**src/rtl/lab2_g29_pkg.sv**
```systemverilog
// Shared types and defaults for the lab2 sweep controller.
// The state encoding is also visible on the debug port of the interface.
package lab2_g29_pkg;

  localparam int N_IN_DEF  = 4;
  localparam int DWELL_DEF = 1;

  typedef enum logic [1:0] {
    IDLE    = 2'd0,
    SETTLE  = 2'd1,
    CAPTURE = 2'd2,
    FINISH  = 2'd3
  } state_t;

endpackage

```
**src/rtl/lab2_g29_sweep_ctrl_if.sv**
```systemverilog
// Signal bundle between the sweep controller and the board / function under test.
// The master modport is the controller; the slave modport is everything around it.
interface lab2_g29_sweep_ctrl_if
  import lab2_g29_pkg::*;
#(
  parameter int N_IN = N_IN_DEF
) ();

  localparam int DEPTH = 1 << N_IN;

  // Handshake: start is a level sampled only while idle (abort overrides it);
  // done is a one-cycle pulse, after which match and err_cnt hold the result.
  logic             start;
  logic             abort;
  logic [DEPTH-1:0] golden;
  logic             y;
  logic [N_IN-1:0]  vec;
  logic             busy;
  logic             done;
  logic             match;
  logic [N_IN:0]    err_cnt;
  logic [DEPTH-1:0] table_q;
  state_t           state;

  modport master (
    input  start, abort, golden, y,
    output vec, busy, done, match, err_cnt, table_q, state
  );

  modport slave (
    output start, abort, golden, y,
    input  vec, busy, done, match, err_cnt, table_q, state
  );

endinterface

```
**src/rtl/lab2_g29_sweep_ctrl.sv**
```systemverilog
// Walks every input vector of a small combinational function, holds each one for
// DWELL cycles, records the response and counts disagreements with a golden table.
module lab2_g29_sweep_ctrl
  import lab2_g29_pkg::*;
#(
  parameter int N_IN  = N_IN_DEF,
  parameter int DWELL = DWELL_DEF
) (
  input  logic                  clk,
  input  logic                  reset,
  lab2_g29_sweep_ctrl_if.master bus
);

  localparam int              DEPTH    = 1 << N_IN;
  localparam logic [7:0]      DWELL_M1 = 8'(DWELL - 1);
  localparam logic [N_IN-1:0] VEC_LAST = {N_IN{1'b1}};

  state_t           state_q, state_d;
  logic [N_IN-1:0]  vec_q, vec_d;
  logic [7:0]       cnt_q, cnt_d;
  logic [DEPTH-1:0] golden_q, golden_d;
  logic [DEPTH-1:0] table_q, table_d;
  logic [N_IN:0]    err_cnt_q, err_cnt_d;
  logic             match_q, match_d;
  logic             busy_q, busy_d;
  logic             done_q, done_d;

  always_comb begin
    state_d   = state_q;
    vec_d     = vec_q;
    cnt_d     = cnt_q;
    golden_d  = golden_q;
    table_d   = table_q;
    err_cnt_d = err_cnt_q;
    match_d   = match_q;

    // Abort drops straight to idle; partial table and count are kept for inspection.
    if (state_q != IDLE && bus.abort) begin
      state_d = IDLE;
      vec_d   = '0;
      cnt_d   = '0;
    end else begin
      case (state_q)
        IDLE: begin
          if (bus.start && !bus.abort) begin
            golden_d  = bus.golden;
            err_cnt_d = '0;
            table_d   = '0;
            match_d   = 1'b0;
            vec_d     = '0;
            cnt_d     = '0;
            state_d   = SETTLE;
          end
        end
        SETTLE: begin
          if (cnt_q == DWELL_M1) begin
            state_d = CAPTURE;
          end else begin
            cnt_d = cnt_q + 8'd1;
          end
        end
        CAPTURE: begin
          table_d[vec_q] = bus.y;
          if (bus.y != golden_q[vec_q]) begin
            err_cnt_d = err_cnt_q + 1'b1;
          end
          if (vec_q == VEC_LAST) begin
            state_d = FINISH;
          end else begin
            vec_d   = vec_q + 1'b1;
            cnt_d   = '0;
            state_d = SETTLE;
          end
        end
        FINISH: begin
          match_d = (err_cnt_q == '0);
          vec_d   = '0;
          state_d = IDLE;
        end
        default: state_d = IDLE;
      endcase
    end

    busy_d = (state_d != IDLE);
    done_d = (state_d == FINISH);
  end

  always_ff @(posedge clk) begin
    if (reset) begin
      state_q   <= IDLE;
      vec_q     <= '0;
      cnt_q     <= '0;
      golden_q  <= '0;
      table_q   <= '0;
      err_cnt_q <= '0;
      match_q   <= 1'b0;
      busy_q    <= 1'b0;
      done_q    <= 1'b0;
    end else begin
      state_q   <= state_d;
      vec_q     <= vec_d;
      cnt_q     <= cnt_d;
      golden_q  <= golden_d;
      table_q   <= table_d;
      err_cnt_q <= err_cnt_d;
      match_q   <= match_d;
      busy_q    <= busy_d;
      done_q    <= done_d;
    end
  end

  assign bus.vec     = vec_q;
  assign bus.busy    = busy_q;
  assign bus.done    = done_q;
  assign bus.match   = match_q;
  assign bus.err_cnt = err_cnt_q;
  assign bus.table_q = table_q;
  assign bus.state   = state_q;

endmodule
```
**src/flat_wrapper.sv**
```systemverilog
// flat-port wrapper written by rule: the top's interface ports become plain ports
module lab2_g29_sweep_ctrl_flat import lab2_g29_pkg::*;
#(
  parameter int N_IN  = N_IN_DEF,
  parameter int DWELL = DWELL_DEF
)
  (clk, reset, bus_start, bus_abort, bus_golden, bus_y, bus_vec, bus_busy, bus_done, bus_match, bus_err_cnt, bus_table_q, bus_state);
  lab2_g29_sweep_ctrl_if #(.N_IN(N_IN)) bus_i ();
  input  logic clk;
  input  logic reset;
  input wire logic [$bits(bus_i.start)-1:0] bus_start;
  input wire logic [$bits(bus_i.abort)-1:0] bus_abort;
  input wire logic [$bits(bus_i.golden)-1:0] bus_golden;
  input wire logic [$bits(bus_i.y)-1:0] bus_y;
  output wire logic [$bits(bus_i.vec)-1:0] bus_vec;
  output wire logic [$bits(bus_i.busy)-1:0] bus_busy;
  output wire logic [$bits(bus_i.done)-1:0] bus_done;
  output wire logic [$bits(bus_i.match)-1:0] bus_match;
  output wire logic [$bits(bus_i.err_cnt)-1:0] bus_err_cnt;
  output wire logic [$bits(bus_i.table_q)-1:0] bus_table_q;
  output wire logic [$bits(bus_i.state)-1:0] bus_state;
  assign bus_i.start = bus_start;
  assign bus_i.abort = bus_abort;
  assign bus_i.golden = bus_golden;
  assign bus_i.y = bus_y;
  assign bus_vec = bus_i.vec;
  assign bus_busy = bus_i.busy;
  assign bus_done = bus_i.done;
  assign bus_match = bus_i.match;
  assign bus_err_cnt = bus_i.err_cnt;
  assign bus_table_q = bus_i.table_q;
  assign bus_state = bus_i.state;
  lab2_g29_sweep_ctrl #(.N_IN(N_IN), .DWELL(DWELL)) u_core (.clk(clk), .reset(reset), .bus(bus_i));
endmodule
```
**config.mk**
```make
export PLATFORM = sky130hd
export DESIGN_NAME = lab2_g29_sweep_ctrl_flat
export DESIGN_NICKNAME = d
export VERILOG_FILES = /design/src/rtl/lab2_g29_pkg.sv /design/src/rtl/lab2_g29_sweep_ctrl_if.sv /design/src/rtl/lab2_g29_sweep_ctrl.sv /design/src/flat_wrapper.sv
export SDC_FILE = /design/constraint.sdc
export NUM_CORES = 1
export LEC_CHECK = 0
export CORE_ASPECT_RATIO = 0.75
export CORE_MARGIN = 5
export CORE_UTILIZATION = 35
export CTS_CLUSTER_DIAMETER = 100
export DETAILED_ROUTE_END_ITERATION = 8
export PLACE_DENSITY_LB_ADDON = 0.2
export SLEW_MARGIN = 40
export SYNTH_ARGS = -nofsm -noshare
export SYNTH_HDL_FRONTEND = slang
export SYNTH_SLANG_ARGS = --single-unit
```
**constraint.sdc**
```tcl
create_clock -name clk -period 2.2 [get_ports clk]
set_clock_uncertainty 0.2 [all_clocks]
set_input_delay 0.44 -clock clk [delete_from_list [all_inputs] [get_ports clk]]
set_output_delay 0.44 -clock clk [all_outputs]
set_load 0.05 [all_outputs]
```
# Word-level counts from Yosys, hierarchy flattened
# Index checks and enable logic that the tools add are counted.
[totals]
ramBits = 0
memories = 0
word_cells = 69
mem_bits_ro = 0
reg_bits = 54
out_inout_bits = 30
latchBits = 0
inputBits = 21
[op_classes]
mux = 24
n_bitwise = 1
magnitude_cmp = 2
div = 0
n_mul = 0
n_addsub = 3
n_eq_ne = 10
reduce_logical = 20
shift = 0
[ops]
columns = ["operator", "n"]
rows = [
  ["$pmux W16 S2", 1],
  ["$mux W8", 3],
  ["$pmux W8 S3", 1],
  ["$bwmux W16", 1],
  ["$mux W16", 1],
  ["$pmux W4 S3", 1],
  ["$reduce_and A3 Y1", 4],
  ["$mux W5", 2],
  ["$pmux W5 S2", 1],
  ["$add A8 B1 Y8 const B", 1],
  ["$logic_not A8 Y1", 1],
  ["$mux W2", 4],
  ["$mux W4", 2],
  ["$pmux W2 S4", 1],
  ["$reduce_and A4 Y1", 2],
  ["$reduce_bool A2 Y1", 4],
  ["$eq A2 B2 Y1 const B", 3],
  ["$reduce_bool A3 Y1", 2],
  ["$add A5 B1 Y5 const B", 1],
  ["$logic_not A5 Y1", 1],
  ["$lt A4 B5 Y1 const B", 1],
  ["$add A4 B1 Y4 const B", 1],
  ["$bmux W1 S4", 1],
  ["$demux W1 S4", 1],
  ["13 further kinds", 19],
]

# Logic depth before layout (Yosys ltp)
# Gate-level depths: netlist (run 1).
[logic_depth]
depth_word = 6
ltp_mapped = 8
depth_no_buf = 7

# Least setup slack after synthesis (run 1)
# No wires, ideal clock.
[synth_timing]
kind = "register to register"
start = "reg u_core.vec_q[3], in the netlist u_core.bus.vec[3]"
end = "reg u_core.err_cnt_q[3], in the netlist u_core.bus.err_cnt[3]"
path_stages_with_launch = 7
setup_time_ps = 143
path_buffers = 1
required_time_ps = 1857
period_less_slack_ps = 2669
arrival_ps = 2327
setup_slack_ps = -469
path_cell_list = "dfxtp_1 -> buf_6 -> mux2_1 -> mux4_2 -> mux2i_4 -> o41ai_1 -> o31ai_1"
[synth_via]
elab_chain_cells = 5
[synth_lines]
columns = ["element", "line_no", "text"]
rows = [
  ["start: declaration", "lab2_g29_sweep_ctrl.sv:19", "logic [N_IN-1:0] vec_q, vec_d;"],
  ["start signal: assignment", "lab2_g29_sweep_ctrl.sv:101", "vec_q <= vec_d;"],
  ["$bmux W1 S4", "lab2_g29_sweep_ctrl.sv:64", "if (bus.y != golden_q[vec_q]) begin"],
  ["$mux W1 (not written as such)", "lab2_g29_sweep_ctrl.sv:64", ""],
  ["$ne A1 B1 Y1", "lab2_g29_sweep_ctrl.sv:64", ""],
  ["$ne A2 B1 Y1 (no line)", "--", ""],
  ["$reduce_and A4 Y1 (no line)", "--", ""],
  ["end signal: assignment", "lab2_g29_sweep_ctrl.sv:105", "err_cnt_q <= err_cnt_d;"],
  ["end: declaration", "lab2_g29_sweep_ctrl.sv:23", "logic [N_IN:0] err_cnt_q, err_cnt_d;"],
]
# Every way passes these cells. The select of a mux whose other input is x is not followed.
# A chain may end at the register's enable or synchronous reset.

# Final worst setup path (run 1)
# Ends and elaborated chain as after synthesis.

==> results of run 1 <==
-- logic make-up (layout without fill, tap and decap cells) --
family	after synthesis	count (layout)	share of synthesized area [%]
xor+xnor	8	8	2.61
simple gates	125	125	22.6
compound gates	87	87	17.8
fa+ha+maj	8	8	3.73
mux	15	15	8.25
buf+inv	29	91	4.71
flops	54	54	40.3
-- critical path: cells and delay by family (launching register included) --
family / cells / cell delay, ns
mux: 3 / 0.92
buf+inv: 1 / 0.14
flops: 1 / 0.39
compound gates: 2 / 0.42
-- worst min path at each step --
stage / end / slack, ns / cells past startpoint
4_1_cts: u_core.golden_q[11]$_SDFFE_PP0P_ / 0.27 / 2
6_report: u_core.golden_q[5]$_SDFFE_PP0P_ / 0.26 / 2
3_3_place_gp: u_core.golden_q[11]$_SDFFE_PP0P_ / 0.24 / 2
5_1_grt: u_core.golden_q[2]$_SDFFE_PP0P_ / 0.29 / 2
3_5_place_dp: u_core.golden_q[11]$_SDFFE_PP0P_ / 0.25 / 2
2_1_floorplan: u_core.golden_q[3]$_SDFFE_PP0P_ / 0.23 / 2
-- flip-flops by register name, summed over array words and instances (netlist names) --
| signal | flops |
|---|---|
| u_core.bus.state | 2 |
| u_core.golden_q | 16 |
| u_core.bus.done | 1 |
| u_core.cnt_q | 8 |
| u_core.bus.err_cnt | 5 |
| u_core.bus.vec | 4 |
| u_core.bus.busy | 1 |
| u_core.bus.table_q | 16 |
| u_core.bus.match | 1 |
-- per-layer routing --
| metal | track usage, % | up-vias | wire, µm |
|---|---|---|---|
| met3 | 4.16 | 8 | 385 |
| li1 | - | 1249 | - |
| met4 | 3.65 | 0 | 68 |
| met5 | 0 | - | 0 |
| met2 | 21.3 | 57 | 2800 |
| met1 | 20.1 | 1134 | 3570 |
-- Yosys cell counts (all sizes together) (5+ instances only) --
| library cell | number |
|---|---|
| mux2i | 8 |
| nand4 | 5 |
| inv | 6 |
| nor2b | 5 |
| a21oi | 51 |
| and2 | 7 |
| nor2 | 22 |
| mux2 | 5 |
| nand3 | 11 |
| nand2 | 54 |
| clkbuf | 17 |
| o21ai | 21 |
| dfxtp | 54 |
| xor2 | 7 |
| ha | 8 |
-- where the power goes --
group / internal (µW) / switching (µW)
logic: 152 / 185
clock network: 375 / 350
registers: 1000 / 26.0
-- cell type report --
| type | instances | area [µm²] |
|---|---|---|
| Sequential cell | 54 | 1090 |
| Clock inverter | 2 | 38.8 |
| Inverter | 8 | 30.0 |
| Timing Repair Buffer | 75 | 676 |
| Multi-Input combinational cell | 243 | 1520 |
| Clock buffer | 6 | 82.6 |
| Fill cell | 726 | 3840 |
| Tap cell | 101 | 126 |
-- metrics by stage --
step	util (%)	area (µm²)	instances
2_1_floorplan	-	2710	326
3_3_place_gp	46.0	3400	480
3_5_place_dp	46.0	3400	480
4_1_cts	47.8	3540	488
5_1_grt	48.1	3560	489
6_report	48.1	3560	489
-- what timing repair did --
| item | in CTS | in global routing |
|---|---|---|
| pin swaps | 0 | 3 |
| resized for setup | 3 | 6 |
| setup endpoints to repair | 2 | 6 |
| setup buffers | 0 | 1 |
==> impl_metrics.json, run 1 <==
{
  "hold_ws_ns": 0.264,
  "layout.cells.most_common_list": "nand2_1 (54), a21oi_1 (51), dfxtp_1 (49)",
  "io_pins": 51,
  "grt_usage_pct": 14.2,
  "htree_levels": 2,
  "clock_latency_ns": 0.31,
  "p_leak_uw": 0.00133,
  "cts_num_sinks": 54,
  "postCtsHoldBufs": 0,
  "end_kind": "flip-flop",
  "grt_max_degree": 23,
  "synthArstFlopShare_pct": 0,
  "antenna_found_initial": 0,
  "synth-seq-cells": 54,
  "netlist_instances": 326,
  "worstPathCellList": "buf_6 > mux2i_1 > mux4_2 > mux2i_4 > o41ai_2 > o31ai_1",
  "r2r-end": "u_core.bus.err_cnt[3]$_SDFFE_PP0P_",
  "slowest_stage": "mux4_2",
  "syn_area_per_cell_um2": 8.24,
  "timing.slew.headroom_pct": 65.5,
  "post-route-period-util_pct": 99.8,
  "die_w_um": 111,
  "crit_arrival_ns": 2.18,
  "portBuffers": 50,
  "cp_max_fo": 6,
  "r2r-start": "u_core.bus.vec[3]$_SDFFE_PP0P_",
  "final_hold_viol_count": 0,
  "post-place-ws_ns": -0.177,
  "max_freq_ghz": 0.456,
  "drive_gt1_share_pct": 18.0,
  "core.rowCount": 27,
  "cts_buffers": 5,
  "overflow": 0,
  "area_delta_synth_final_pct": 32.7,
  "antenna_cells": 0,
  "finalWirelength_um": 6830,
  "crit_type": "flip-flop to flip-flop",
  "dr.pass1.iters": 5,
  "endpoint": "u_core.bus.err_cnt[3]$_SDFFE_PP0P_",
  "die_height_um": 85.9,
  "cts_root_buf": "clkbuf_8",
  "routabilityCongestion": 0.747,
  "final_common_cell": "nand2_1",
  "grt_first_pass_wirelength_um": 11200,
  "layout.nets": 416,
  "synth.area.top_cells": "dfxtp_1 (40%), a21oi_1 (9.5%), nand2_1 (7.5%)",
  "syn_nets": 355,
  "clockBufferDepth": 2,
  "hold_path.class": "flip-flop to flip-flop",
  "drtIter0Drc": 90,
  "setup_viol": 0,
  "wire_per_inst_um": 14.0,
  "die_area_mm2": 0.00954,
  "hp-start": "u_core.golden_q[5]$_SDFFE_PP0P_",
  "power_density_mw_per_mm2": 587,
  "core_area_mm2": 0.00740,
  "reg2reg_depth": 6,
  "worst_slack_ns": 0.00527,
  "rsz0062_at_grt": "true",
  "yosysTopAreaCell": "dfxtp_1",
  "worst_ir_drop_vdd_uv": 268,
  "critPathRequiredTime_ns": 2.19,
  "max_stage_delay_ns": 0.56,
  "synthDistinctLibCells": 50,
  "ys_seq_area_share_pct": 40.3,
  "crit_path_start_kind": "flip-flop",
  "cts_tree": "built",
  "grt_pass1_vias": 2351,
  "cap_viol_max_count": 0,
  "yosysTopAreaCellShare_pct": 40.3,
  "worst_pin_slew_ns": 0.515,
  "power_uw": 2090,
  "ys.warnings.count": 0,
  "tns_ns": 0,
  "period_minus_slack_ns": 2.19,
  "drc": 0,
  "initial_utilization_pct": 36.3,
  "syn_area_mm2": 0.00269,
  "maxSlewViolCount": 0,
  "synthFlopType": "dfxtp_1",
  "synth_edf_count": 0,
  "ant_nets": 0,
  "crit_start": "u_core.bus.vec[3]$_SDFFE_PP0P_",
  "status": "finished, final reports clean",
  "regToRegSetupSlack_ns": 0.005,
  "dpl.hpwl_um": 5060,
  "via_count": 2448,
  "via_per_inst": 5.01,
  "clkTransAtPathRegs_ns": 0.10
}
(Power assumes the default switching activity.)
==> inputs of run 2 (changes only) <==
--- a/config.mk
+++ b/config.mk
@@ -6,7 +6,7 @@
 export NUM_CORES = 1
 export LEC_CHECK = 0
 export CORE_ASPECT_RATIO = 0.75
-export CORE_MARGIN = 5
+export CORE_MARGIN = 2
 export CORE_UTILIZATION = 35
 export CTS_CLUSTER_DIAMETER = 100
 export DETAILED_ROUTE_END_ITERATION = 8
==> run 2 against run 1 <==
Clock power down 22%. Largest power group unchanged. Clock-buffer cell count is the same. Die area shrank 12%. Via count down 0.20%. Combinational power increased by 1%. Maximum frequency rose by 0.42%.
==> impl_metrics.json, run 2 (same netlist as run 1, synthesis figures left out) <==
{
  "status": "finished, final reports clean",
  "wire_per_inst_um": 13.6,
  "critPathRequiredTime_ns": 2.19,
  "final_common_cell": "nand2_1",
  "worst_ir_drop_vdd_uv": 278,
  "grt_usage_pct": 16.5,
  "post-route-period-util_pct": 99.3,
  "cts_root_buf": "clkbuf_8",
  "via_per_inst": 5.00,
  "crit_path_start_kind": "flip-flop",
  "drive_gt1_share_pct": 17.0,
  "initial_utilization_pct": 36.3,
  "crit_start": "u_core.bus.vec[3]$_SDFFE_PP0P_",
  "core_area_mm2": 0.00740,
  "power_uw": 1930,
  "reg2reg_depth": 5,
  "hp-start": "u_core.golden_q[14]$_SDFFE_PP0P_",
  "postCtsSetupRepairBufs": 0,
  "area_delta_synth_final_pct": 31.5,
  "io_pins": 51,
  "dr.pass1.iters": 4,
  "end_kind": "flip-flop",
  "rsz0062_at_grt": "true",
  "via_count": 2443,
  "seqCellArea_mm2": 0.00109,
  "p_leak_uw": 0.00130,
  "cp_max_fo": 7,
  "cts_buffers": 5,
  "max_freq_ghz": 0.458,
  "tns_ns": 0,
  "antenna_cells": 0,
  "drc": 0,
  "grt_pass1_vias": 2338,
  "overflow": 0,
  "clkTransAtPathRegs_ns": 0.10,
  "die_area_mm2": 0.00840,
  "largestRegisters": "u_core.bus.table_q x16, u_core.golden_q x16, u_core.cnt_q x8",
  "worst_pin_slew_ns": 0.589,
  "timing.slew.headroom_pct": 60.5,
  "grt_first_pass_wirelength_um": 11300,
  "grt_max_degree": 25,
  "dpl.hpwl_um": 4770,
  "hold_path.class": "flip-flop to flip-flop",
  "die_height_um": 79.9,
  "final_hold_viol_count": 0,
  "dpl_cell_area_mm2": 0.00342,
  "r2r-start": "u_core.bus.vec[3]$_SDFFE_PP0P_",
  "power_density_mw_per_mm2": 548,
  "core.rowCount": 27,
  "portBuffers": 50,
  "finalWirelength_um": 6660,
  "layout.cells.most_common_list": "nand2_1 (54), a21oi_1 (51), dfxtp_1 (49)",
  "nFillCells": 712,
  "clock_latency_ns": 0.30,
  "cts_tree": "built",
  "period_minus_slack_ns": 2.19,
  "crit_type": "flip-flop to flip-flop",
  "clockBufferDepth": 2,
  "ant_nets": 0,
  "antenna_found_initial": 0,
  "layout.nets": 418,
  "fin_area_mm2": 0.00353,
  "multiInputGateArea_mm2": 0.00151,
  "routabilityCongestion": 0.745,
  "die_w_um": 105,
  "drtIter0Drc": 118,
  "htree_levels": 2,
  "cap_viol_max_count": 0,
  "crit_arrival_ns": 2.17,
  "maxSlewViolCount": 0,
  "cts_num_sinks": 54,
  "min_path_cells": 2,
  "setup_viol": 0
}
[run 2: per-layer routing]
layer	track usage, %	up-vias	part of all wire [%]
li1	-	1252	-
met1	24.1	1133	53
met2	25.0	56	42
met3	3.35	2	4.6
met4	3.60	0	0.36
met5	0	-	0
[run 2: path summary, 6_finish.rpt]
kind / end / slack, ns
max: u_core.bus.err_cnt[3]$_SDFFE_PP0P_ / 0.01
max reg2reg: u_core.bus.err_cnt[3]$_SDFFE_PP0P_ / 0.01
min: u_core.golden_q[14]$_SDFFE_PP0P_ / 0.26
min reg2reg: u_core.golden_q[14]$_SDFFE_PP0P_ / 0.26
[run 2: worst max-delay path: stages, from the launching register on]
cell     delay, ns
dfxtp_4       0.42
mux2_4        0.31
mux4_2        0.56
mux2i_4       0.26
o41ai_2       0.22
o31ai_1       0.10
[run 2: cell type report]
type                       instances  area share (%)
sequential                        54            30.9
tap                              101            3.58
timing repair buffer              77            19.6
inverter                           8           0.851
multi-input combinational        243            42.8
clock buffer                       6            2.34
[run 2: stage by stage]
step	worst slack (ns)	utilization, %	instances	hold WS (ns)
2_1_floorplan	-0.0676	-	326	0.232
3_3_place_gp	-0.250	46.2	482	0.243
3_5_place_dp	-0.247	46.2	482	0.248
4_1_cts	0.00415	47.5	488	0.260
5_1_grt	-0.0555	47.7	489	0.277
6_report	0.0144	47.7	489	0.256
[run 2: report_power, final]
group	leakage, µW	internal (µW)	switching, µW	total (µW)
combinational	0.000818	157	186	342
sequential	0.000440	1000	24.7	1030
clock	0.0000431	244	318	562
[run 2: what timing repair did]
| action | CTS | global route |
|---|---|---|
| hold buffers | 0 | 0 |
| setup endpoints to repair | 2 | 16 |
| gates resized for setup | 2 | 1 |
| pin swaps | 0 | 1 |
| cloned | 0 | 1 |
==> inputs of run 3 (changes only) <==
--- a/config.mk
+++ b/config.mk
@@ -7,7 +7,7 @@
 export LEC_CHECK = 0
 export CORE_ASPECT_RATIO = 0.75
 export CORE_MARGIN = 2
-export CORE_UTILIZATION = 35
+export CORE_UTILIZATION = 52
 export CTS_CLUSTER_DIAMETER = 100
 export DETAILED_ROUTE_END_ITERATION = 8
 export PLACE_DENSITY_LB_ADDON = 0.2
==> constraint.sdc (replaced) <==
create_clock -name clk -period 2.1 [get_ports clk]
set_clock_uncertainty 0.2 [all_clocks]
set_input_delay 0.42 -clock clk [delete_from_list [all_inputs] [get_ports clk]]
set_output_delay 0.42 -clock clk [all_outputs]
set_load 0.05 [all_outputs]
==> run 3 against run 2 <==
The flow now finishes with violations (negative setup slack). Sequential share of layout area increased by 0.23 points. Register-to-register slack got worse by 0.12 ns. Combinational power up 6.1%. Global-route usage grew 6.3 points. Wire length down 3.3%. Highest routed layer unchanged.
==> impl_metrics.json, run 3 (same netlist as run 1, synthesis figures left out) <==
{
  "status": "finished with violations",
  "violations": "negative setup slack",
  "postCtsHoldBufs": 0,
  "nFillCells": 416,
  "slowest_stage": "mux4_2",
  "grt_first_pass_wirelength_um": 10400,
  "period_minus_slack_ns": 2.20,
  "drive_gt1_share_pct": 24.6,
  "cp_max_fo": 6,
  "portBuffers": 50,
  "setup_viol": 5,
  "power_frac_seq_pct": 53.1,
  "drtIter0Drc": 161,
  "netSwitchingFraction_pct": 28.5,
  "worst_slack_ns": -0.101,
  "seqCellArea_mm2": 0.00109,
  "gr-usage-met2_pct": 35.1,
  "htree_levels": 2,
  "maxSlewViolCount": 0,
  "max_stage_delay_ns": 0.53,
  "tns_ns": -0.309,
  "grt_use_met1_pct": 32.4,
  "met3_usage_pct": 4.49,
  "worst_pin_slew_ns": 0.517,
  "rsz0062_at_grt": "true",
  "overflow": 0,
  "multiInputGateArea_mm2": 0.00156,
  "post-route-util_pct": 71.3,
  "grt_usage_pct": 22.8,
  "die_w_um": 87.0,
  "drc": 0,
  "cts_num_sinks": 54,
  "internal_power_uw": 1450,
  "post-route-period-util_pct": 105,
  "die_height_um": 66.2,
  "switchingPower_uw": 580,
  "wire_per_inst_um": 14.2,
  "hold_path.class": "flip-flop to flip-flop",
  "p_leak_uw": 0.00136,
  "io_pins": 51,
  "cap_viol_max_count": 0,
  "core.rowCount": 22,
  "end_kind": "flip-flop",
  "largestRegisters": "u_core.bus.table_q x16, u_core.golden_q x16, u_core.cnt_q x8",
  "dpl_cell_area_mm2": 0.00333,
  "initial_utilization_pct": 54.5,
  "grt_max_degree": 23,
  "final_common_cell": "buf_4",
  "fin_area_mm2": 0.00351,
  "clkPwrFrac_pct": 29.1,
  "core_area_mm2": 0.00493,
  "cts_root_buf": "clkbuf_8",
  "critPathRequiredTime_ns": 2.09,
  "area_delta_synth_final_pct": 30.8,
  "max_freq_ghz": 0.454,
  "clock_latency_ns": 0.31,
  "worst_ir_drop_vdd_uv": 290,
  "ant_nets": 0,
  "routabilityCongestion": 0.812,
  "crit_path_start_kind": "flip-flop",
  "crit_arrival_ns": 2.19,
  "cts_tree": "built",
  "gr-max-usage-layer": "met2",
  "power_density_mw_per_mm2": 579,
  "final_hold_viol_count": 0,
  "layout.nets": 422,
  "via_per_inst": 5.50,
  "crit_type": "flip-flop to flip-flop",
  "die_area_mm2": 0.00576,
  "antenna_cells": 0,
  "timing.slew.headroom_pct": 65.2,
  "cts_buffers": 5,
  "layout.cells.most_common_list": "buf_4 (56), nand2_1 (53), a21oi_1 (51)",
  "via_count": 2496,
  "worstPathCellList": "buf_6 > mux2i_1 > mux4_2 > mux2i_4 > o41ai_2 > o31ai_1",
  "dr.pass1.iters": 5,
  "p_comb_share_pct": 17.8,
  "dpl.hpwl_um": 4490,
  "finalWirelength_um": 6430,
  "clockBufferDepth": 2,
  "antenna_found_initial": 0,
  "grt_pass1_vias": 2212,
  "clkTransAtPathRegs_ns": 0.10
}
==> run 3: cell count changes in the layout (fill, tap and decap cells not counted), moves of 2 or more <==
cell,change
buf_4,+19
clkdlybuf4s50_1,-16
o21ai_0,-3
buf_6,+2
dfxtp_1,-2
dfxtp_2,+2
o21ai_1,+2
==> run 3: critical path, delay by kind of cell, from the launching register on <==
family | cells | cell delay, ns
AO/OA/AOI/OAI | 2 | 0.46
buffers and inverters | 1 | 0.14
flip-flops | 1 | 0.39
multiplexers | 3 | 0.89
==> run 3: area by class of cell <==
type | instances | area share, %
Multi-Input combinational cell | 243 | 44.4
Sequential cell | 54 | 31.1
Timing Repair Buffer | 81 | 19.1
Tap cell | 60 | 2.14
Clock buffer | 6 | 2.07
Inverter | 8 | 0.855
Clock inverter | 2 | 0.392
==> run 3: path summary, 6_finish.rpt <==
check | startpoint | end | slack [ns] | cells past startpoint
hold reg to reg | u_core.golden_q[0]$_SDFFE_PP0P_ | u_core.golden_q[0]$_SDFFE_PP0P_ | 0.26 | 2
setup reg to reg | u_core.bus.vec[3]$_SDFFE_PP0P_ | u_core.bus.err_cnt[4]$_SDFFE_PP0P_ | -0.10 | 6
setup / recovery | u_core.bus.vec[3]$_SDFFE_PP0P_ | u_core.bus.err_cnt[4]$_SDFFE_PP0P_ | -0.10 | 6
hold / removal | u_core.golden_q[0]$_SDFFE_PP0P_ | u_core.golden_q[0]$_SDFFE_PP0P_ | 0.26 | 2
==> run 3: power by group through the flow <==
stage | Combinational [µW] | Sequential, µW | Clock [µW]
2_1_floorplan | 189 | 1120 | 0
3_3_place_gp | 333 | 1100 | 0
3_5_place_dp | 339 | 1100 | 0
4_1_cts | 345 | 1080 | 593
5_1_grt | 396 | 1080 | 641
6_report | 363 | 1080 | 592
==> run 3: layer usage <==
layer / wire length, µm / vias up / share of wire [%]
met5: 0 / - / 0
met4: 65 / 0 / 1.0
met3: 440 / 10 / 6.8
met2: 2860 / 93 / 45
met1: 3060 / 1120 / 48
li1: - / 1273 / -
==> run 3: what timing repair did <==
| item | in CTS | in global routing |
|---|---|---|
| hold endpoints to repair | 0 | 0 |
| cloned | 0 | 1 |
| resized for setup | 2 | 16 |
| setup endpoints to repair | 5 | 12 |
| setup buffers | 2 | 2 |
| pin swaps | 3 | 5 |
==> run 3: metrics by stage <==
stage               cells  power (µW)  setup slack (ns)  hold WS [ns]
finish                454        2030            -0.101         0.261
global route          454        2120            -0.179         0.280
CTS                   451        2020           -0.0835         0.262
detailed placement    441        1440            -0.255         0.246
global placement      441        1430            -0.198         0.241
floorplan             326        1310            -0.168         0.232
